`config.mk`:
```
export PLATFORM = sky130hd
export DESIGN_NAME = wb_trace_uart_tx
export DESIGN_NICKNAME = d
export VERILOG_FILES = /design/src/rtl/trace_pkg.sv /design/src/rtl/trace_fifo.sv /design/src/rtl/wb_trace_uart_tx.sv
export SDC_FILE = /design/constraint.sdc
export NUM_CORES = 1
export LEC_CHECK = 0
export ABC_AREA = 1
export BUFFER_PORTS_ARGS = -buffer_cell sky130_fd_sc_hd__buf_4
export CAP_MARGIN = 20
export CORE_AREA = 2 2 129 131
export DETAILED_ROUTE_END_ITERATION = 7
export DIE_AREA = 0 0 131 133
export PLACE_DENSITY_LB_ADDON = 0.2
export SLEW_MARGIN = 20
export SYNTH_ARGS = -nofsm -noshare
export SYNTH_HDL_FRONTEND = slang
export SYNTH_HIERARCHICAL = 1
export SYNTH_SLANG_ARGS = --single-unit
```
`constraint.sdc`:
```
create_clock -name clk -period 5.01 [get_ports clk]
set_input_delay 0 -clock clk [delete_from_list [all_inputs] [get_ports clk]]
set_output_delay 0 -clock clk [all_outputs]
set_load 0.005 [all_outputs]
```
`src/rtl/trace_pkg.sv`:
```
// rtl/trace_pkg.sv - shared types and constants for the write-back trace UART transmitter
package trace_pkg;

    // Transmit FSM states; IDLE is the only state in which the line is not busy
    typedef enum logic [1:0] {
        IDLE  = 2'd0,
        START = 2'd1,
        DATA  = 2'd2,
        STOP  = 2'd3
    } tx_state_t;

    // Each 32-bit trace word goes out as four bytes, least-significant first
    localparam int   BYTES_PER_WORD = 4;

    // UART line levels
    localparam logic UART_IDLE  = 1'b1;
    localparam logic UART_START = 1'b0;

endpackage

```
`src/rtl/trace_fifo.sv`:
```
// rtl/trace_fifo.sv - circular word buffer with full/empty/count flags and drop-on-full
module trace_fifo #(
    parameter int DEPTH = 4,
    parameter int WIDTH = 32
) (
    input  logic                     clk,
    input  logic                     reset,
    input  logic                     push,
    input  logic                     pop,
    input  logic [WIDTH-1:0]         din,
    output logic [WIDTH-1:0]         dout,
    output logic                     full,
    output logic                     empty,
    output logic [$clog2(DEPTH):0]   count,
    output logic                     overflow
);

    localparam int AW = $clog2(DEPTH);

    logic [WIDTH-1:0] mem [DEPTH];
    logic [AW:0]      wptr;
    logic [AW:0]      rptr;
    logic             do_pop;
    logic             do_push;

    // Pointers carry one extra wrap bit so full and empty are distinguishable
    assign empty = (wptr == rptr);
    assign full  = (wptr[AW] != rptr[AW]) && (wptr[AW-1:0] == rptr[AW-1:0]);
    assign count = wptr - rptr;
    assign dout  = mem[rptr[AW-1:0]];

    // A push into a full buffer is still accepted when a pop frees a slot on the same edge
    assign do_pop  = pop && !empty;
    assign do_push = push && (!full || do_pop);

    // Pointer and sticky-overflow state; reset flushes the buffer
    always_ff @(posedge clk or posedge reset) begin
        if (reset) begin
            wptr     <= '0;
            rptr     <= '0;
            overflow <= 1'b0;
        end else begin
            if (do_push) begin
                wptr <= wptr + 1'b1;
            end
            if (do_pop) begin
                rptr <= rptr + 1'b1;
            end
            if (push && !do_push) begin
                overflow <= 1'b1;
            end
        end
    end

    // Storage array; contents need no reset since the pointers define validity
    always_ff @(posedge clk) begin
        if (do_push) begin
            mem[wptr[AW-1:0]] <= din;
        end
    end

endmodule

```
`src/rtl/wb_trace_uart_tx.sv`:
```
// rtl/wb_trace_uart_tx.sv - captures write-back words and serializes them as UART 8N1 bytes
module wb_trace_uart_tx
    import trace_pkg::*;
#(
    parameter int CLKS_PER_BIT = 16,
    parameter int FIFO_DEPTH   = 4
) (
    input  logic                          clk,
    input  logic                          reset,
    input  logic                          wb_valid,
    input  logic [31:0]                   WB_Data,
    output logic                          tx,
    output logic                          busy,
    output logic                          overflow,
    output logic [$clog2(FIFO_DEPTH):0]   fifo_count
);

    localparam int             CW        = (CLKS_PER_BIT > 2) ? $clog2(CLKS_PER_BIT) : 1;
    localparam logic [CW-1:0]  BAUD_LAST = CW'(CLKS_PER_BIT - 1);
    localparam logic [1:0]     LAST_BYTE = 2'(BYTES_PER_WORD - 1);

    tx_state_t   state;
    logic [CW-1:0] baud_cnt;
    logic [2:0]  bit_idx;
    logic [1:0]  byte_idx;
    logic [31:0] shreg;
    logic        bit_end;
    logic        fifo_pop;
    logic        fifo_full;
    logic        fifo_empty;
    logic [31:0] fifo_dout;

    trace_fifo #(
        .DEPTH (FIFO_DEPTH),
        .WIDTH (32)
    ) u_fifo (
        .clk      (clk),
        .reset    (reset),
        .push     (wb_valid),
        .pop      (fifo_pop),
        .din      (WB_Data),
        .dout     (fifo_dout),
        .full     (fifo_full),
        .empty    (fifo_empty),
        .count    (fifo_count),
        .overflow (overflow)
    );

    assign bit_end = (baud_cnt == BAUD_LAST);
    assign busy    = (state != IDLE);

    // A word leaves the buffer when starting from idle, or back-to-back after the last stop bit
    always_comb begin
        fifo_pop = 1'b0;
        if (!fifo_empty) begin
            if (state == IDLE) begin
                fifo_pop = 1'b1;
            end else if (state == STOP && bit_end && byte_idx == LAST_BYTE) begin
                fifo_pop = 1'b1;
            end
        end
    end

    // Transmit FSM; the shift register moves right one place per data bit so the
    // next byte is always sitting in the low eight bits when its frame starts
    always_ff @(posedge clk or posedge reset) begin
        if (reset) begin
            state    <= IDLE;
            tx       <= UART_IDLE;
            baud_cnt <= '0;
            bit_idx  <= '0;
            byte_idx <= '0;
            shreg    <= '0;
        end else begin
            case (state)
                IDLE: begin
                    baud_cnt <= '0;
                    bit_idx  <= '0;
                    tx       <= UART_IDLE;
                    if (!fifo_empty) begin
                        shreg    <= fifo_dout;
                        byte_idx <= '0;
                        tx       <= UART_START;
                        state    <= START;
                    end
                end
                START: begin
                    if (bit_end) begin
                        baud_cnt <= '0;
                        bit_idx  <= '0;
                        tx       <= shreg[0];
                        state    <= DATA;
                    end else begin
                        baud_cnt <= baud_cnt + CW'(1);
                    end
                end
                DATA: begin
                    if (bit_end) begin
                        baud_cnt <= '0;
                        shreg    <= shreg >> 1;
                        if (bit_idx == 3'd7) begin
                            bit_idx <= '0;
                            tx      <= UART_IDLE;
                            state   <= STOP;
                        end else begin
                            bit_idx <= bit_idx + 3'd1;
                            tx      <= shreg[1];
                        end
                    end else begin
                        baud_cnt <= baud_cnt + CW'(1);
                    end
                end
                STOP: begin
                    if (bit_end) begin
                        baud_cnt <= '0;
                        bit_idx  <= '0;
                        if (byte_idx != LAST_BYTE) begin
                            byte_idx <= byte_idx + 2'd1;
                            tx       <= UART_START;
                            state    <= START;
                        end else if (!fifo_empty) begin
                            shreg    <= fifo_dout;
                            byte_idx <= '0;
                            tx       <= UART_START;
                            state    <= START;
                        end else begin
                            tx    <= UART_IDLE;
                            state <= IDLE;
                        end
                    end else begin
                        baud_cnt <= baud_cnt + CW'(1);
                    end
                end
                default: begin
                    tx    <= UART_IDLE;
                    state <= IDLE;
                end
            endcase
        end
    end

endmodule
```
Word level (Yosys, flattened, before mapping)
Memories as Yosys holds them, arrays and structs flattened.
Cells that the tools add are included.
- register bits: 51
- bits in writable memories: 128
- input port bits: 35
- word-level logic and storage cells: 89
- memories: 1
- add/subtract/negate cells: 6
- equal/unequal tests: 17
- mux-type cells: 35
- reductions and logical operators: 21
- memories (name ; depth ; bits a word ; rd ports ; clocked after memory_dff ; wr ports ; line ; source):
    u_fifo.mem ; 4 ; 32 ; 1 ; 0 ; 1 ; trace_fifo.sv:20 ; logic [WIDTH-1:0] mem [DEPTH];
- operator list (operator ; count):
    32-bit two-way mux ; 4
    32-bit case mux with 3 select lines ; 1
    2-bit two-way mux ; 8
    2-bit != test (second input constant) ; 7
    1-bit two-way mux ; 13
    3-bit by 1-bit adder with 3-bit output (second input constant) ; 3
    3-bit two-way mux ; 3
    3-bit case mux with 3 select lines ; 1
    2-bit case mux with 4 select lines ; 1
    4-bit case mux with 2 select lines ; 1
    2-bit == test (second input constant) ; 3
    1-bit logical AND ; 6
    5-bit AND reduction ; 1
    4-bit by 1-bit adder with 4-bit output (second input constant) ; 1
    4-bit == test (second input constant) ; 1
    4-bit two-way mux ; 1
    1-bit case mux with 4 select lines ; 1
    2-bit case mux with 2 select lines ; 1
    2-bit AND reduction ; 2
    4-bit AND reduction ; 1
    2-bit nonzero test ; 2
    3-bit == test ; 1
    3-bit == test (second input constant) ; 1
    1-bit logical NOT ; 3
    12 further kinds ; 12

Depth between registers and ports, before layout
Gate-level depths: netlist of run 1.
- depth in word-level cells: 11
- mapped depth: 14
- mapped depth without buffers: 12

Hierarchy
The synthesis of run 1 kept the hierarchy.
- by module, submodules not included (module ; times used ; cells each ; area each (um^2) ; seq. area each (um^2)):
    trace_fifo ; 1 ; 376 ; 5251.3 ; 4018.9
    wb_trace_uart_tx ; 1 ; 334 ; 2424.8 ; 1102.3

Worst setup path before layout of run 1
No wires, ideal clock.
- path kind: reg2reg
- from: register u_fifo.rptr[1]
- to: memory u_fifo.mem[0][0] (enable)
- library setup time: 0.421 ns
- arrival: 3.249 ns
- path slack: 1.340 ns
- cell stages (with the launch flop): 13
- path buffers: 1
- cell sequence: dfrtp_1 inv_2 buf_2 ha_1 nand2_1 inv_1 nand2_1 inv_1 a21oi_1 inv_1 nand3_2 nand2_1 nor2_1
- word-level cells in the longest chain between the ends: 7
- ends and longest elaborated chain (what ; line ; source):
    start: declaration ; trace_fifo.sv:22 ; logic [AW:0] rptr;
    start signal: assignment ; trace_fifo.sv:47 ; rptr <= rptr + 1'b1;
    3-bit == test ; trace_fifo.sv:27 ; assign empty = (wptr == rptr);
    net fifo_empty ; wb_trace_uart_tx.sv:30 ; logic fifo_empty;
    1-bit two-way mux ; wb_trace_uart_tx.sv:55 ; if (!fifo_empty) begin
    net fifo_pop ; wb_trace_uart_tx.sv:28 ; logic fifo_pop;
    1-bit logical AND ; trace_fifo.sv:33 ; assign do_pop = pop && !empty;
    1-bit logical OR ; trace_fifo.sv:34 ; assign do_push = push && (!full || do_pop);
    1-bit logical AND ; trace_fifo.sv:34 ;
    1-bit two-way mux ; trace_fifo.sv:57 ; if (do_push) begin
    1-bit two-way mux (implied by the code) ; trace_fifo.sv:58 ; mem[wptr[AW-1:0]] <= din;
    end: declaration ; trace_fifo.sv:20 ;
The timed path passes the listed nets, and every way through them passes these cells.

Final worst setup path of run 1
- from: register u_fifo.rptr[0]
- to: memory u_fifo.mem[2][12] (enable)
Same word-level chain as after synthesis.

==> results of run 1 <==
[state kept, by name, indices dropped and copies added (netlist names)]
name,cells
u_fifo/rptr,3
state,2
shreg,32
bit_idx,3
u_fifo/overflow,1
baud_cnt,4
u_fifo/mem,128
byte_idx,2
u_fifo/wptr,3
tx,1
[cell type report]
| class | count | area, sq um |
|---|---|---|
| fill | 1352 | 7089 |
| clock buffer | 18 | 429.2 |
| multi-input combinational | 464 | 2216 |
| sequential | 179 | 5122 |
| timing repair buffer | 82 | 700.7 |
| inverter | 30 | 113.9 |
| tap | 220 | 275.3 |
| clock inverter | 14 | 225.2 |
[power by group through the flow]
stage	logic (mW)	registers [mW]	clock network, mW
3_3_place_gp	2.22	2.21	0
3_5_place_dp	2.30	2.22	0
6_report	2.31	2.20	1.45
5_1_grt	2.62	2.24	1.53
2_1_floorplan	1.79	2.20	0
4_1_cts	2.32	2.20	1.48
[repair_timing]
item / CTS / global route
gates resized for setup: 0 / 0
setup buffers: 0 / 0
setup endpoints to repair: 0 / 0
hold endpoints to repair: 182 / 0
hold buffers: 34 / 0
[per-layer routing]
layer / global-route usage, % / up-vias / routed length, um
met5: 0 / - / 0
met4: 5.969 / 0 / 179
met3: 3.639 / 17 / 814
met2: 30.17 / 137 / 7430
met1: 27.58 / 2569 / 7425
li1: - / 2547 / -
[cell usage in the layout, fill, tap and decap left out, drive strengths merged, types with 2 or more instances in the layout]
cell,instances
nand2,203
bufinv,5
nand4,2
dlygate4sd3,34
xor2,4
a21oi,5
clkbuf,18
inv,33
clkinv,4
buf,48
nand3,51
clkinvlp,2
o21ai,67
edfxtp,128
ha,16
nor2,81
o22ai,32
dfrtp,50
[path summary, 6_finish.rpt]
check	endpoint	slack, ns	depth (start not counted)
setup / recovery	u_fifo/mem[2][12]	1.70	12
hold / removal	u_fifo/overflow	0.09	3
setup reg to reg	u_fifo/mem[2][12]	1.70	12
hold reg to reg	baud_cnt[0]	0.46	1
max in group asynchronous	shreg[13]	4.32	4
min in group clk	u_fifo/mem[0][14]	0.32	2
[worst max-delay path: stages (launching register included)]
cell and delay (ns):
dfrtp_2 0.35, buf_4 0.51, ha_1 0.37, nand2_1 0.06
inv_1 0.05, nand2_1 0.14, inv_1 0.13, a21oi_1 0.33
inv_1 0.10, nand3_2 0.14, nand2_1 0.19, nor2_2 0.12
buf_4 0.43
[per-stage QoR]
| stage | cells | hold WS, ns | total power [mW] | cell area, sq um | worst slack (ns) |
|---|---|---|---|---|---|
| after floorplan | 709 | -0.1966 | 3.990 | 7672 | 1.364 |
| after global placement | 941 | -0.03592 | 4.433 | 8087 | 1.840 |
| after detailed placement | 941 | -0.02689 | 4.522 | 8087 | 1.709 |
| after CTS | 1007 | 0.08201 | 5.994 | 9081 | 1.699 |
| after global routing | 1007 | 0.1127 | 6.393 | 9082 | 1.397 |
| final | 1007 | 0.09372 | 5.961 | 9082 | 1.695 |
==> impl_metrics.csv, run 1 <==
group,metric,value,unit
sta,clock.fmax,301.7,MHz
critical_path,crit_required,5.07,ns
critical_path,cp-startpoint,"u_fifo/rptr[0]",
drt,ant_nets,0,
finish,nets,826,
floorplan,initial_core_util,47.44,%
finish,antenna_cells,0,
run_status,outcome,"finished clean",
drt,drt_wl_total,15850,um
critical_path,crit-reg2reg-launch,"u_fifo/rptr[0]",
pwr,cellLeakagePower,3.807,nW
cts,cts_tree,"built",
placed_design,place_hpwl,9498,um
global_route,grt_max_degree,69,
cts,clock_path_buffers,2,
placed_design,place.gp.congestion,0.8061,
sta,drv_slew,0,
cts,cts_root_buf,"clkbuf_16",
floorplan,die_w,131,um
cts,numCtsBuffers,17,
floorplan,dieArea,0.01742,sq mm
finish,drive_above_1_share,11.94,%
critical_path,worstSetupPathType,"flip-flop to flip-flop",
drt,dr_total_vias,5270,
drt,via_per_inst,5.233,
sta,layout_min_cycle_time,3.315,ns
pwr,p_int,3.654,mW
global_route,grt_pass1_vias,5120,
critical_path,cp-end-kind,"flip-flop",
yosys,syn_nets,761,
pwr,pwr_density_cell,656.4,mW/mm^2
yosys,synth_area,0.007672,sq mm
sta,finalClockSkew,0.006084,ns
finish,area_growth,18.38,%
pwr,comb_power_share,38.7,%
drt,dr.pass1.iters,7,
cts,clock-sinks,179,
sta,grt_setup_unrepaired,"no",
pwr,power_frac_clock,24.3,%
drt,drc,0,
floorplan,die_h,133,um
global_route,grt_overflow,0,
global_route,globalRouteTotalUtil,19.33,%
floorplan,ios,41,
run,maxCapViolations,0,
sta,worst_pin_slew,0.9131,ns
pwr,seq_power_share,37.0,%
sta,post-route-period-util,66.17,%
cts,htree_levels,4,
sta,hold_viol_final,0,
drt,routedWlPerCell,15.74,um
floorplan,core_area,0.01617,sq mm
critical_path,cp_max_fo,68,
global_route,grt_pass1_wl,25850,um
yosys,yosysWarnings,6,
drt,drt-initial-drc-count,389,
pwr,ir_drop,296.9,uV
yosys,synthCells,709,
critical_path,arrival,3.37,ns
pwr,switchingPower,2.307,mW
global_route,grt_antenna_before_repair,0,
sta,final-setup-viol-count,0,
finish,utilization,56.16,%
floorplan,rows,47,
min_path,min_path_type,"input pin to asynchronous set/reset pin",
sta,finalSetupTns,0,ns
cts,clk_pin_slew_worst_paths,0.07,ns
yosys,avgSynthCellArea,10.82,sq um
cts,insertion_delay,0.42,ns
pwr,switching_share,38.70,%
critical_path,critPathLaunchType,"flip-flop",
sta,slew_headroom,38.89,%
placed_design,portBuffers,40,
No activity file was read; power rests on OpenSTA's default activity.
==> run 2: changes to the inputs <==
--- a/config.mk
+++ b/config.mk
@@ -5,12 +5,12 @@
 export SDC_FILE = /design/constraint.sdc
 export NUM_CORES = 1
 export LEC_CHECK = 0
-export ABC_AREA = 1
+export ABC_AREA = 0
 export BUFFER_PORTS_ARGS = -buffer_cell sky130_fd_sc_hd__buf_4
 export CAP_MARGIN = 20
-export CORE_AREA = 2 2 129 131
+export CORE_AREA = 2 2 128 130
 export DETAILED_ROUTE_END_ITERATION = 7
-export DIE_AREA = 0 0 131 133
+export DIE_AREA = 0 0 130 132
 export PLACE_DENSITY_LB_ADDON = 0.2
 export SLEW_MARGIN = 20
 export SYNTH_ARGS = -nofsm -noshare
==> constraint.sdc (replaced) <==
create_clock -name clk -period 3.35 [get_ports clk]
set_input_delay 0 -clock clk [delete_from_list [all_inputs] [get_ports clk]]
set_output_delay 0 -clock clk [all_outputs]
set_load 0.005 [all_outputs]
==> run 2 against run 1 <==
Net effect: die area is 1.5% lower; area after synthesis is 1.8% lower; critical endpoint is now u_fifo/mem[0][1]; register-to-register slack worse by 1.1 ns; cell count fell by 30%; clock skew grew 0.0055 ns; critical path depth fell by 4; count of clock-buffer cells in the layout grew 3; cell area is 1.5% lower; setup slack worse by 1.1 ns.
==> impl_metrics.csv, run 2 <==
group,metric,value,unit
pwr,total_power,8.653,mW
pwr,power_frac_clock,22.1,%
critical_path,crit_path_top_delay_cell,"buf_4",
finish,layout_common_cells,"edfxtp_1, dfrtp_1, buf_4",
finish,largest_reg_flops,128,
critical_path,crit_required,3.41,ns
yosys,yosysWarnings,6,
yosys,synth_area,0.007535,sq mm
sta,clock.fmax,359.5,MHz
finish,nets,524,
floorplan,rows,46,
sta,final-setup-viol-count,0,
finish,antenna_cells,0,
critical_path,critPathLaunchType,"flip-flop",
critical_path,crit_buf_inv,1,
global_route,globalRouteTotalUtil,16.47,%
global_route,grt_overflow,0,
placed_design,portBuffers,40,
pwr,switching_share,29.57,%
critical_path,cp-end-kind,"flip-flop",
placed_design,place_hpwl,7187,um
drt,drc,0,
critical_path,worstSetupPathType,"flip-flop to flip-flop",
yosys,synthCells,387,
cts,cts_tree,"built",
sta,fin_ws,0.5686,ns
global_route,grt_antenna_before_repair,0,
cts,clk_pin_slew_worst_paths,0.06,ns
cts,hold_buffers,34,
floorplan,core_area,0.01571,sq mm
critical_path,arrival,2.84,ns
cts,htree_levels,4,
floorplan,die_w,130,um
cts,cts_root_buf,"clkbuf_16",
run_status,outcome,"finished clean",
sta,slew_headroom,50.70,%
pwr,switchingPower,2.559,mW
drt,drt-initial-drc-count,187,
drt,ant_nets,0,
cts,cts_resized,0,
critical_path,cp_max_fo,32,
finish,drive_above_1_share,38.14,%
sta,grt_setup_unrepaired,"no",
floorplan,initial_core_util,47.95,%
drt,drt_wl_total,12710,um
finish,layout_commonest_cell,"edfxtp_1",
run,maxCapViolations,0,
cts,insertion_delay,0.43,ns
sta,layout_min_cycle_time,2.781,ns
cts,post_cts_buffers,0,
min_path,min_path_type,"input pin to asynchronous set/reset pin",
cts,clock-sinks,179,
floorplan,die_h,132,um
placed_design,place.gp.congestion,0.7820,
floorplan,ios,41,
placed_design,pre_cts_slack,0.5693,ns
cts,clock_path_buffers,2,
floorplan,dieArea,0.01716,sq mm
yosys,syn_nets,439,
finish,utilization,56.96,%
sta,post-route-period-util,83.03,%
drt,via_per_inst,5.184,
critical_path,cpLargestDelayFamily,"simple AND/OR/NAND/NOR gates",
global_route,grt_pass1_wl,20990,um
sta,hold_viol_final,0,
pwr,pwr_density_cell,966.9,mW/mm^2
critical_path,max_stage_delay,0.42,ns
critical_path,crit_path_cell_trace,"ha_1 > and3_1 > nand3_1 > a21oi_1 > nand3b_1 > nand2b_1 > and3_1 > buf_4",
sta,drv_slew,0,
drt,routedWlPerCell,18.13,um
sta,finalSetupTns,0,ns
yosys,avgSynthCellArea,19.47,sq um
global_route,grt_pass1_vias,3928,
critical_path,crit_top_cell,"and3_1",
pwr,p_int,6.095,mW
cts,numCtsBuffers,17,
finish,area_growth,18.78,%
pwr,ir_drop,746.1,uV
sta,worst_pin_slew,0.7395,ns
global_route,grt_max_degree,45,
drt,dr_total_vias,3634,
pwr,comb_power_share,39.1,%
sta,finalClockSkew,0.01160,ns
drt,dr.pass1.iters,4,
pwr,cellLeakagePower,3.376,nW
pwr,seq_power_share,38.8,%
finish,nFillCells,1192,
## run 2: metal layers
metal	wire length (um)	track usage (%)	share of wire [%]	vias to the layer above
met1	5450	21.06	43	1885
met3	356	3.774	2.8	17
met5	0	0	0	-
met4	199	6.093	1.6	0
met2	6702	27.49	53	51
li1	-	-	-	1681
## run 2: layout make-up
cell class | instances | area, sq um | area share, %
timing repair buffer | 82 | 700.7 | 7.829
clock inverter | 11 | 100.1 | 1.118
tap | 216 | 270.3 | 3.020
inverter | 13 | 48.80 | 0.5452
sequential | 179 | 5122 | 57.23
clock buffer | 21 | 480.5 | 5.368
multi-input combinational | 179 | 2227 | 24.88
## run 2: worst register-to-register path: cells and delay by family, from the launching register on
kind	cells	cell delay, ns
simple gates	5	1.12
buf+inv	1	0.42
flops	1	0.39
fa+ha+maj	1	0.24
compound gates	1	0.23
## run 2: per-stage QoR
step | cells | hold WS [ns] | instance area (sq um)
after CTS | 701 | 0.08207 | 8950
after detailed placement | 635 | -0.02796 | 8029
after global routing | 701 | 0.1244 | 8950
after global placement | 635 | -0.03311 | 8029
final | 701 | 0.08724 | 8950
after floorplan | 387 | -0.1966 | 7535
## run 2: power by group through the flow
stage | sequential (mW) | combinational (mW) | clock, mW
2_1_floorplan | 3.31 | 2.88 | 0
3_3_place_gp | 3.36 | 3.35 | 0
3_5_place_dp | 3.39 | 3.41 | 0
4_1_cts | 3.36 | 3.46 | 1.96
5_1_grt | 3.42 | 3.68 | 2.06
6_report | 3.36 | 3.38 | 1.91
## run 2: path summary, 6_finish.rpt
kind | to | slack (ns) | from | depth (start not counted)
setup / recovery | u_fifo/mem[0][1] | 0.57 | baud_cnt[0] | 8
hold / removal | u_fifo/overflow | 0.09 | reset | 3
setup reg to reg | u_fifo/mem[0][1] | 0.57 | baud_cnt[0] | 8
hold reg to reg | u_fifo/overflow | 0.47 | u_fifo/overflow | 1
max in group asynchronous | shreg[9] | 2.61 | reset | 4
min in group clk | u_fifo/mem[2][18] | 0.31 | WB_Data[18] | 2
==> run 3: changes to the inputs <==
==> constraint.sdc (replaced) <==
create_clock -name clk -period 2.7 [get_ports clk]
set_input_delay 0 -clock clk [delete_from_list [all_inputs] [get_ports clk]]
set_output_delay 0 -clock clk [all_outputs]
set_load 0.005 [all_outputs]
==> run 3 against run 2 <==
Net effect: wire length grew 7.7%; cell area grew 2.1%; worst hold slack lost 0.0011 ns; clock power grew 28%; count of clock-buffer cells in the layout shrank 2; via count grew 3.4%; combinational power grew 35%; total power grew 29%; non-clock buffer count grew 9; setup slack lost 0.33 ns; critical path type unchanged.
==> impl_metrics.csv, run 3 (synthesis results as in run 2) <==
group,metric,value,unit
floorplan,die_w,130,um
run,maxCapViolations,0,
min_path,min_path_type,"input pin to asynchronous set/reset pin",
critical_path,crit_required,3.00,ns
cts,htree_levels,4,
cts,hold_buffers,34,
cts,numCtsBuffers,17,
placed_design,place.gp.congestion,0.7815,
pwr,total_power,11.17,mW
cts,post_cts_buffers,0,
cts,clock_path_buffers,2,
floorplan,rows,46,
finish,utilization,58.15,%
floorplan,ios,41,
pwr,pwr_density_cell,1223,mW/mm^2
sta,hold_viol_final,0,
placed_design,place_inst,644,
global_route,globalRouteTotalUtil,17.39,%
global_route,grt_pass1_wl,22150,um
global_route,grt_overflow,0,
run_status,outcome,"finished clean",
cts,clk_pin_slew_worst_paths,0.07,ns
cts,insertion_delay,0.43,ns
global_route,grt_antenna_before_repair,0,
finish,area_growth,21.26,%
critical_path,arrival,2.76,ns
drt,via_per_inst,5.290,
sta,finalClockSkew,0.007469,ns
floorplan,initial_core_util,47.95,%
sta,finalSetupTns,0,ns
placed_design,pre_cts_slack,0.2496,ns
sta,clock.fmax,406.7,MHz
finish,largest_reg_flops,128,
global_route,grt_max_degree,36,
finish,final_cell_area,0.009136,sq mm
drt,ant_nets,0,
sta,final-setup-viol-count,0,
floorplan,die_h,132,um
finish,drive_above_1_share,39.47,%
critical_path,cp-end-kind,"flip-flop",
finish,layout_common_cells,"edfxtp_1, dfrtp_1, buf_4",
finish,finalNonFillerCells,710,
drt,routedWlPerCell,19.27,um
placed_design,place_hpwl,8677,um
critical_path,critPathLaunchType,"flip-flop",
cts,clock-sinks,179,
drt,drc,0,
sta,fin_ws,0.2412,ns
cts,cts_root_buf,"clkbuf_16",
pwr,cellLeakagePower,3.452,nW
sta,post-route-period-util,91.07,%
finish,layout_commonest_cell,"edfxtp_1",
finish,antenna_cells,0,
sta,slew_headroom,37.46,%
drt,dr.pass1.iters,6,
cts,cts_tree,"built",
sta,worst_pin_slew,0.9323,ns
finish,nets,533,
drt,drt-initial-drc-count,307,
floorplan,dieArea,0.01716,sq mm
cts,cts_resized,0,
placed_design,portBuffers,40,
sta,grt_setup_unrepaired,"no",
drt,drt_wl_total,13680,um
floorplan,core_area,0.01571,sq mm
critical_path,crit-reg2reg-launch,"u_fifo/wptr[0]",
critical_path,r2r_cells,9,
critical_path,worstSetupPathType,"flip-flop to flip-flop",
drt,dr_total_vias,3756,
critical_path,cp_max_fo,14,
pwr,ir_drop,604.9,uV
sta,drv_slew,0,
critical_path,cp-startpoint,"u_fifo/wptr[0]",
sta,whs,0.08612,ns
sta,layout_min_cycle_time,2.459,ns
global_route,grt_pass1_vias,4067,
placed_design,place_area,0.008214,sq mm
[run 3: final timing paths]
| path | end | slack (ns) |
|---|---|---|
| max | shreg[2] | 0.24 |
| min | u_fifo/overflow | 0.09 |
| min reg2reg | u_fifo/overflow | 0.47 |
| max reg2reg | shreg[2] | 0.24 |
| min in group clk | u_fifo/mem[2][24] | 0.32 |
| max in group asynchronous | shreg[2] | 1.68 |
[run 3: area by class of cell]
class / instances / area [sq um]
Clock buffer: 19 / 432.9
Clock inverter: 13 / 148.9
Fill cell: 1138 / 6576
Inverter: 13 / 48.80
Multi-Input combinational cell: 179 / 2232
Sequential cell: 179 / 5122
Tap cell: 216 / 270.3
Timing Repair Buffer: 91 / 880.8
[run 3: where the power goes]
part           internal, mW  leakage (nW)  total [mW]  switching, mW
sequential             3.83          1.79        4.16          0.333
combinational          2.58          1.38        4.57           1.99
clock                  1.38         0.288        2.44           1.06
total                  7.79          3.45        11.2           3.38
[run 3: critical path: stages, from the launching register on]
cell     delay (ns)
dfrtp_1        0.41
inv_1          0.10
ha_1           0.33
nand2_1        0.13
nor2_1         0.08
buf_4          0.16
nor2_1         0.14
o221a_4        0.41
buf_12         0.22
mux2_2         0.35
[run 3: routing by layer]
layer  up-vias  GRT usage [%]  share of wire, %  wire (um)
met4         0          4.898               1.1        144
met5         -              0                 0          0
li1       1707              -                 -          -
met2        56          27.46                50       6841
met3        11          4.951               2.6        358
met1      1982          23.77                46       6340
